File: src/rtl/fetch_decode_queue_pkg.sv
// +--------------------------------------------------------------------+
// | fetch_decode_queue_pkg: shared constants and decode-action type    |
// | Rev 1.0                                                            |
// +--------------------------------------------------------------------+
`default_nettype none

package fetch_decode_queue_pkg;
   localparam logic [31:0] ZERO_WORD    = 32'h0000_0000;
   localparam logic        STOP         = 1'b1;
   localparam logic        NO_STOP      = 1'b0;
   localparam logic        RST_ENABLE   = 1'b0;
   localparam int          ID_STALL_BIT = 2;
   localparam int          STALL_BUS_W  = 6;

   typedef enum logic [2:0] {
      ACT_BUBBLE = 3'd0,
      ACT_FLUSH  = 3'd1,
      ACT_HOLD   = 3'd2,
      ACT_POP    = 3'd3,
      ACT_BYPASS = 3'd4
   } dec_act_e;
endpackage

`default_nettype wire

File: src/rtl/sync_fifo.sv
// +--------------------------------------------------------------------+
// | sync_fifo: power-of-two synchronous FIFO with clear, show-ahead    |
// | Rev 1.0                                                            |
// +--------------------------------------------------------------------+
`default_nettype none

module sync_fifo
   import fetch_decode_queue_pkg::*;
#(
   parameter int WIDTH = 64,
   parameter int DEPTH = 4
) (
   input  logic                       clk,
   input  logic                       rst,
   input  logic                       clear,
   input  logic                       push,
   input  logic                       pop,
   input  logic [WIDTH-1:0]           din,
   output logic [WIDTH-1:0]           dout,
   output logic [$clog2(DEPTH):0]     count,
   output logic                       full,
   output logic                       empty
);
   localparam int PTR_W = $clog2(DEPTH);

   logic [WIDTH-1:0] mem [DEPTH];
   logic [PTR_W-1:0] wr_ptr;
   logic [PTR_W-1:0] rd_ptr;

   always_ff @(posedge clk) begin
      if (push) begin
         mem[wr_ptr] <= din;
      end
   end

   // Pointers wrap naturally because DEPTH is a power of two.
   always_ff @(posedge clk) begin
      if (rst == RST_ENABLE || clear) begin
         wr_ptr <= '0;
         rd_ptr <= '0;
         count  <= '0;
      end else begin
         if (push) wr_ptr <= wr_ptr + PTR_W'(1);
         if (pop)  rd_ptr <= rd_ptr + PTR_W'(1);
         case ({push, pop})
            2'b10:   count <= count + (PTR_W+1)'(1);
            2'b01:   count <= count - (PTR_W+1)'(1);
            default: count <= count;
         endcase
      end
   end

   assign dout  = mem[rd_ptr];
   assign full  = (count == (PTR_W+1)'(DEPTH));
   assign empty = (count == '0);
endmodule

`default_nettype wire

File: src/rtl/fetch_decode_queue.sv
// +--------------------------------------------------------------------+
// | fetch_decode_queue: tracks in-flight fetches, buffers responses    |
// | and drives the decode-stage register.  Rev 1.0                     |
// +--------------------------------------------------------------------+
`default_nettype none

module fetch_decode_queue
   import fetch_decode_queue_pkg::*;
#(
   parameter int ADDR_W  = 32,
   parameter int INST_W  = 32,
   parameter int MEM_LAT = 1,
   parameter int DEPTH   = 4,
   parameter int STALL_W = STALL_BUS_W,
   parameter int ID_BIT  = ID_STALL_BIT
) (
   input  logic               clk,
   input  logic               rst,
   input  logic [ADDR_W-1:0]  if_pc,
   input  logic               if_req,
   input  logic [INST_W-1:0]  if_inst,
   input  logic               flush,
   input  logic [STALL_W-1:0] stall,
   output logic               fetch_ready,
   output logic [ADDR_W-1:0]  id_pc,
   output logic [INST_W-1:0]  id_inst,
   output logic               id_valid
);
   localparam int CNT_W   = $clog2(DEPTH) + 1;
   localparam int IF_W    = $clog2(MEM_LAT + 1);
   localparam int SUM_W   = $clog2(DEPTH + MEM_LAT + 1);
   localparam int ENTRY_W = ADDR_W + INST_W;

   logic [MEM_LAT-1:0] dl_v;
   logic [ADDR_W-1:0]  dl_pc [MEM_LAT];
   logic               rsp_v;
   logic [ADDR_W-1:0]  rsp_pc;
   logic [IF_W-1:0]    inflight;

   logic [CNT_W-1:0]   fifo_count;
   logic               fifo_full;
   logic               fifo_empty;
   logic               fifo_push;
   logic               fifo_pop;
   logic [ENTRY_W-1:0] fifo_dout;
   dec_act_e           act;
   logic               unused_ok;

   assign rsp_v  = dl_v[MEM_LAT-1];
   assign rsp_pc = dl_pc[MEM_LAT-1];

   always_comb begin
      inflight = '0;
      for (int i = 0; i < MEM_LAT; i++) begin
         inflight = inflight + IF_W'(dl_v[i]);
      end
   end

   // Credit check uses registered state only, so no stall/if_req feedthrough.
   assign fetch_ready = (SUM_W'(fifo_count) + SUM_W'(inflight)) < SUM_W'(DEPTH);

   always_comb begin
      act = ACT_BUBBLE;
      if (flush)                        act = ACT_FLUSH;
      else if (stall[ID_BIT] == STOP)   act = ACT_HOLD;
      else if (!fifo_empty)             act = ACT_POP;
      else if (rsp_v)                   act = ACT_BYPASS;
   end

   assign fifo_push = rsp_v && (act == ACT_HOLD || act == ACT_POP);
   assign fifo_pop  = (act == ACT_POP);

   sync_fifo #(
      .WIDTH (ENTRY_W),
      .DEPTH (DEPTH)
   ) u_fifo (
      .clk   (clk),
      .rst   (rst),
      .clear (flush),
      .push  (fifo_push),
      .pop   (fifo_pop),
      .din   ({rsp_pc, if_inst}),
      .dout  (fifo_dout),
      .count (fifo_count),
      .full  (fifo_full),
      .empty (fifo_empty)
   );

   always_ff @(posedge clk) begin
      if (rst == RST_ENABLE) begin
         dl_v     <= '0;
         for (int i = 0; i < MEM_LAT; i++) dl_pc[i] <= '0;
         id_valid <= 1'b0;
         id_pc    <= '0;
         id_inst  <= '0;
      end else begin
         dl_v[0]  <= if_req & fetch_ready & ~flush;
         dl_pc[0] <= if_pc;
         for (int i = 1; i < MEM_LAT; i++) begin
            dl_v[i]  <= dl_v[i-1] & ~flush;
            dl_pc[i] <= dl_pc[i-1];
         end
         case (act)
            ACT_POP: begin
               id_valid         <= 1'b1;
               {id_pc, id_inst} <= fifo_dout;
            end
            ACT_BYPASS: begin
               id_valid <= 1'b1;
               id_pc    <= rsp_pc;
               id_inst  <= if_inst;
            end
            ACT_HOLD: begin
               id_valid <= id_valid;
            end
            default: begin
               id_valid <= 1'b0;
               id_pc    <= '0;
               id_inst  <= INST_W'(ZERO_WORD);
            end
         endcase
      end
   end

   assign unused_ok = ^{stall, fifo_full};
endmodule

`default_nettype wire

File: config.mk
export PLATFORM = sky130hd
export DESIGN_NAME = fetch_decode_queue
export DESIGN_NICKNAME = d
export VERILOG_FILES = /design/src/rtl/fetch_decode_queue_pkg.sv /design/src/rtl/sync_fifo.sv /design/src/rtl/fetch_decode_queue.sv
export SDC_FILE = /design/constraint.sdc
export NUM_CORES = 1
export LEC_CHECK = 0
export BUFFER_PORTS_ARGS = -buffer_cell sky130_fd_sc_hd__clkbuf_2
export CORE_ASPECT_RATIO = 0.75
export CORE_MARGIN = 8
export CORE_UTILIZATION = 25
export CTS_CLUSTER_DIAMETER = 30
export DETAILED_ROUTE_END_ITERATION = 10
export HOLD_SLACK_MARGIN = 0.12
export MAX_ROUTING_LAYER = met4
export PLACE_DENSITY_LB_ADDON = 0.2
export SETUP_SLACK_MARGIN = 0.15
export SYNTH_ARGS = -nofsm -noshare
export SYNTH_HDL_FRONTEND = slang
export SYNTH_SLANG_ARGS = --single-unit
File: constraint.sdc
create_clock -name clk -period 3.57 [get_ports clk]
set_input_delay 0.5355 -clock clk [delete_from_list [all_inputs] [get_ports clk]]
set_output_delay 0.5355 -clock clk [all_outputs]
set_load 0.1 [all_outputs]
# [Word-level counts from Yosys, hierarchy flattened]
# Memory sizes are Yosys's and may differ from the RTL's. A register that Yosys moved wholly into a read port is not among the register bits.
# Index checks and enable logic that the tools add are counted.
[word_totals] in_bits=74 out_inout_bits=66 mem_bits_rw=288 mem_count=2 reg_bits=73
[classes] bitwise_logic=4 n_addsub=5 n_eq_ne=5 n_mux=16 n_lt_le_gt_ge=1 reduce_logical=7
[mem_list] name="u_fifo.mem" depth=4 word_bits=64 read_ports=1 rd_clocked_by_memory_dff=1 write_ports=1 line_no="sync_fifo.sv:26" text="logic [WIDTH-1:0] mem [DEPTH];"
[mem_list] name="dl_pc" depth=1 word_bits=32 read_ports=1 rd_clocked_by_memory_dff=0 write_ports=1 line_no="fetch_decode_queue.sv:35" text="logic [ADDR_W-1:0] dl_pc [MEM_LAT];"
[op_table] op="case mux 32 bit (3 select lines)" n=2
[op_table] op="two-way mux 32 bit" n=1
[op_table] op="OR reduction 32 bit" n=1
[op_table] op="two-way mux 3 bit" n=4
[op_table] op="equality test 3 x 2 -> 1 bit, second input constant" n=2
[op_table] op="case mux 3 bit (2 select lines)" n=1
[op_table] op="two-way mux 1 bit" n=5
[op_table] op="adder 2 x 1 -> 2 bit, second input constant" n=2
[op_table] op="two-way mux 2 bit" n=2
[op_table] op="adder 3 x 1 -> 3 bit" n=1
[op_table] op="adder 3 x 1 -> 3 bit, second input constant" n=1
[op_table] op="equality test 3 bit, second input constant" n=1
[op_table] op="zero test 3 bit" n=1
[op_table] op="< comparator 3 bit, second input constant" n=1
[op_table] op="subtractor 3 x 1 -> 3 bit, second input constant" n=1
[op_table] op="AND 1 bit" n=2
[op_table] op="equality test 2 x 1 -> 1 bit, second input constant" n=1
[op_table] op="equality test 2 bit, second input constant" n=1
[op_table] op="logical OR 1 bit" n=2
[op_table] op="inverter 1 bit" n=2
[op_table] op="case mux 1 bit (2 select lines)" n=1
[op_table] op="nonzero test 2 bit" n=1
[op_table] op="OR reduction 2 bit" n=1
[op_table] op="logical AND 1 bit" n=1

# [Depth between registers and ports, before layout]
[depth] ltp_word=9 depth_mapped=8 mapped_depth_nobuf=6

# [Cells and area by module]
# A second synthesis with hierarchy kept.
[hier_totals] hier_cells=832 area_unflattened_um2=14291.2
[modules_own_cells] mod="sync_fifo" cells_each=382 area_per_inst_um2=9750.6 n_inst=1 seq_area_each_um2=7867.5
[modules_own_cells] mod="fetch_decode_queue" cells_each=450 area_per_inst_um2=4540.6 n_inst=1 seq_area_each_um2=1961.9

# [Worst setup path after synthesis]
# OpenSTA, ideal clock, no wires.
[synth_path] path_kind="input -> register" startpoint="input flush" endpoint="memory u_fifo.mem[0][0] (enable)" path_stages=5 path_slack_ns=0.376 setup_time_ns=0.429 path_buffers=3 t_arrival_ns=2.765 required_ns=3.141 path_cell_list="buf_2 -> nor2b_1 -> buf_2 -> clkbuf_1 -> and3_1"
[synth_via] elab_chain_len=6 elab_cells_between_ends=7 classes_between="2 x eq/ne; 3 x mux; 2 x reduce/logical"
[synth_lines] item="start, declared" line_no="fetch_decode_queue.sv:22" text="input logic flush,"
[synth_lines] item="two-way mux 3 bit *" line_no="fetch_decode_queue.sv:64" text="if (flush) act = ACT_FLUSH;"
[synth_lines] item="equality test 3 x 2 -> 1 bit" line_no="fetch_decode_queue.sv:70" text="assign fifo_push = rsp_v && (act == ACT_HOLD || act == ACT_POP);"
[synth_lines] item="logical OR 1 bit *" line_no="fetch_decode_queue.sv:70"
[synth_lines] item="logical AND 1 bit *" line_no="fetch_decode_queue.sv:70"
[synth_lines] item="two-way mux 1 bit *" line_no="sync_fifo.sv:31" text="if (push) begin"
[synth_lines] item="two-way mux 1 bit (not written as such) *" line_no="sync_fifo.sv:32" text="mem[wr_ptr] <= din;"
[synth_lines] item="end, declared" line_no="sync_fifo.sv:26"
# Every way passes the cells marked *; elsewhere a longest branch is shown, timed or not.

# [Final worst setup path]
[layout_path] startpoint="register u_fifo.count[1]" endpoint="output fetch_ready"
[layout_via] elab_chain_len=2
[layout_lines] item="start, declared" line_no="sync_fifo.sv:20" text="output logic [$clog2(DEPTH):0] count,"
[layout_lines] item="start signal, assigned" line_no="sync_fifo.sv:46" text="2'b10: count <= count + (PTR_W+1)'(1);"
[layout_lines] item="start signal, assigned" line_no="sync_fifo.sv:47" text="2'b01: count <= count - (PTR_W+1)'(1);"
[layout_lines] item="start signal, assigned" line_no="sync_fifo.sv:48" text="default: count <= count;"
[layout_lines] item="adder 3 x 1 -> 3 bit" line_no="fetch_decode_queue.sv:60" text="assign fetch_ready = (SUM_W'(fifo_count) + SUM_W'(inflight)) < SUM_W'(DEPTH);"
[layout_lines] item="< comparator 3 bit" line_no="fetch_decode_queue.sv:60"
[layout_lines] item="end, declared" line_no="fetch_decode_queue.sv:24" text="output logic fetch_ready,"
# No other way between the ends.

==> metrics.txt <==
crit path capture type primary output; Die X 285 µm; Syn Inst Count 843; Yosys top cell area share 56.6%; Mapped Avg Cell Area 16.1 µm²; most common cell after layout, fill and taps aside edfxtp_1; Power per Cell Area 725 nW/µm²; area delta synth->final 34.7%; internal reg-to-reg setup slack 1290 ps; post-cts gate resize count 0; gpl congestion 0.647; Inst Count DP 1,647; Clk pin slew, worst setup/hold paths 40 ps; Starting DRT DRC Count 443; Initial Utilization 25.1%; Vias 8,208; post-CTS setup buffers 0; post-cts hold buffer count 18; Detail Route Antenna Nets 0; ys async rst share 0%; share of layout cells above drive strength 1 33.6%; Net count, final 1,107; htree depth 3; Crit Path Category reg2out; row count 74; total gr overflow 0; final worst path period share 76.5%; clock root cell clkbuf_16; Hold Fails Final Rpt 0; commonest non-fill, non-tap cells in the layout 256 x edfxtp_1, 133 x clkbuf_2, 105 x dfxtp_1, 86 x clkbuf_16, 69 x a21oi_1; Worst setup SP type register; Top FF cell, synth edfxtp_1; synthesized flop and latch total 363; Die Area 62,100 µm²; Worst EP arrival 2200 ps; Via-to-Cell Ratio 4.51; LEAKAGE 0.00616 µW; post-route insts no fill 1,821; Worst EP required 3030 ps; Fmax achieved 0.366 GHz; Period minus WS final 2730 ps; worst hold path class in2reg; setup TNS 0 ps; global router's overall resource usage 12.3%; TritonCTS Buffers 83; IO Port Bufs 134; Synthesis Warnings 0; Post-synth EDFFs 256; post-synthesis sequential area ratio 72.4%; Total Power 13,300 µW; Unique masters post-synth 34; core outline area 54,100 µm²; vias in the first global route 8,932; Die Y 218 µm; TritonCTS Sinks 363; final slew viol count 0; hpwl dp 19,900 µm; max cap viols 0; DRT Pass-1 Iters 4; WL/cell 20.3 µm; Max VDD drop 0.430 mV; post-layout util 33.8%; status complete, no violations; latest clock arrival within the worst-skew pair 610 ps; CTS tree done; initial antenna violation count 0; Worst-Margin Slew 775 ps; area leader, netlist edfxtp_1; pin count of the biggest net entering global routing 68; relative slew slack 48.3%; Mapped Area 13,600 µm²; Final setup viols 0; WL final 37,100 µm; I/O pin cnt 140; Synth Net Count 922; first-pass GRT wire length 56,700 µm; top cells by area, synth edfxtp_1 57%, dfxtp_1 16%, mux4_2 11%; Clock Skew 28.2 ps; Max Fanout on Critical Path 7; detailed-route DRC error count 0; RSZ-0062 raised after global routing no; Max clock buf depth 3
[cell families after synthesis]
logic type,Yosys count,synth area share [%]
buffers and inverters,75,2.78
AOI/OAI and AO/OA,205,8.25
muxes,66,10.8
and+or+nand+nor,128,5.23
adders and majority gates,5,0.516
xor gates and xnor gates,1,0.0645
DFF,363,72.4
[where the power goes]
group | leakage [µW] | total, µW | internal, µW | switching (µW)
logic | 0.00155 | 563 | 128 | 435
clock network | 0.00142 | 8070 | 5600 | 2470
registers | 0.00320 | 4620 | 4570 | 46.1
total | 0.00616 | 13300 | 10300 | 2950
[sequential cells by signal, indices dropped and copies added (netlist names), named ones only]
name	flops
u_fifo.mem	256
dl_pc	32
id_inst	32
id_pc	32
u_fifo.count	3
u_fifo.rd_ptr	2
u_fifo.wr_ptr	2
dl_v	1
id_valid	1
[layout make-up]
| type | count | area [µm²] |
|---|---|---|
| fill | 5278 | 35800 |
| sequential | 363 | 9840 |
| multi-input combinational | 405 | 3430 |
| clock buffer | 94 | 2200 |
| timing repair buffer | 170 | 1090 |
| tap | 722 | 903 |
| clock inverter | 61 | 818 |
| inverter | 5 | 18.8 |
| antenna | 1 | 2.50 |
[routing by layer]
metal,share of wire [%],GRT usage (%),wire length [µm],vias up
met5,0,-,0,-
met1,48,16.2,17900,4233
met2,46,18.2,17000,168
met3,3.9,2.99,1440,61
li1,-,-,-,3746
met4,2.0,4.46,734,0
[synthesized netlist by cell type, types with 3 or more instances]
cell      count
a21oi_1      69
a31oi_1      65
and2_1       32
and3_1        5
buf_1         3
buf_2        14
buf_4         3
buf_6         9
clkbuf_1     41
dfxtp_1     107
edfxtp_1    256
ha_1          4
inv_1         5
mux4_2       64
nand2_1       4
nand2b_1      4
nand3_1      68
nor2b_1       4
nor3_1        4
o21ai_0      65
[metrics by stage]
stage                     area (µm²)  setup slack, ps  hold slack [ps]
after floorplan                13600              376              455
after global placement         15100              972              470
after detailed placement       15100              968              471
after CTS                      18300              783              120
after global routing           18300              719              129
final                          18300              838              156
[worst paths after layout]
check                                 startpoint              end  depth (start not counted)
worst max-delay path             u_fifo.count[1]      fetch_ready                          3
worst min register to register  u_fifo.rd_ptr[1]         register                          2
worst min-delay path                    if_pc[4]      dl_pc[0][4]                          2
worst max register to register   u_fifo.count[1]  u_fifo.count[2]                          6
[worst max-delay path, stage by stage (launching register included)]
cell and delay (ps):
dfxtp_1 490, nand3_1 140, xor2_1 420, clkbuf_2 550
(Power assumes the default switching activity.)
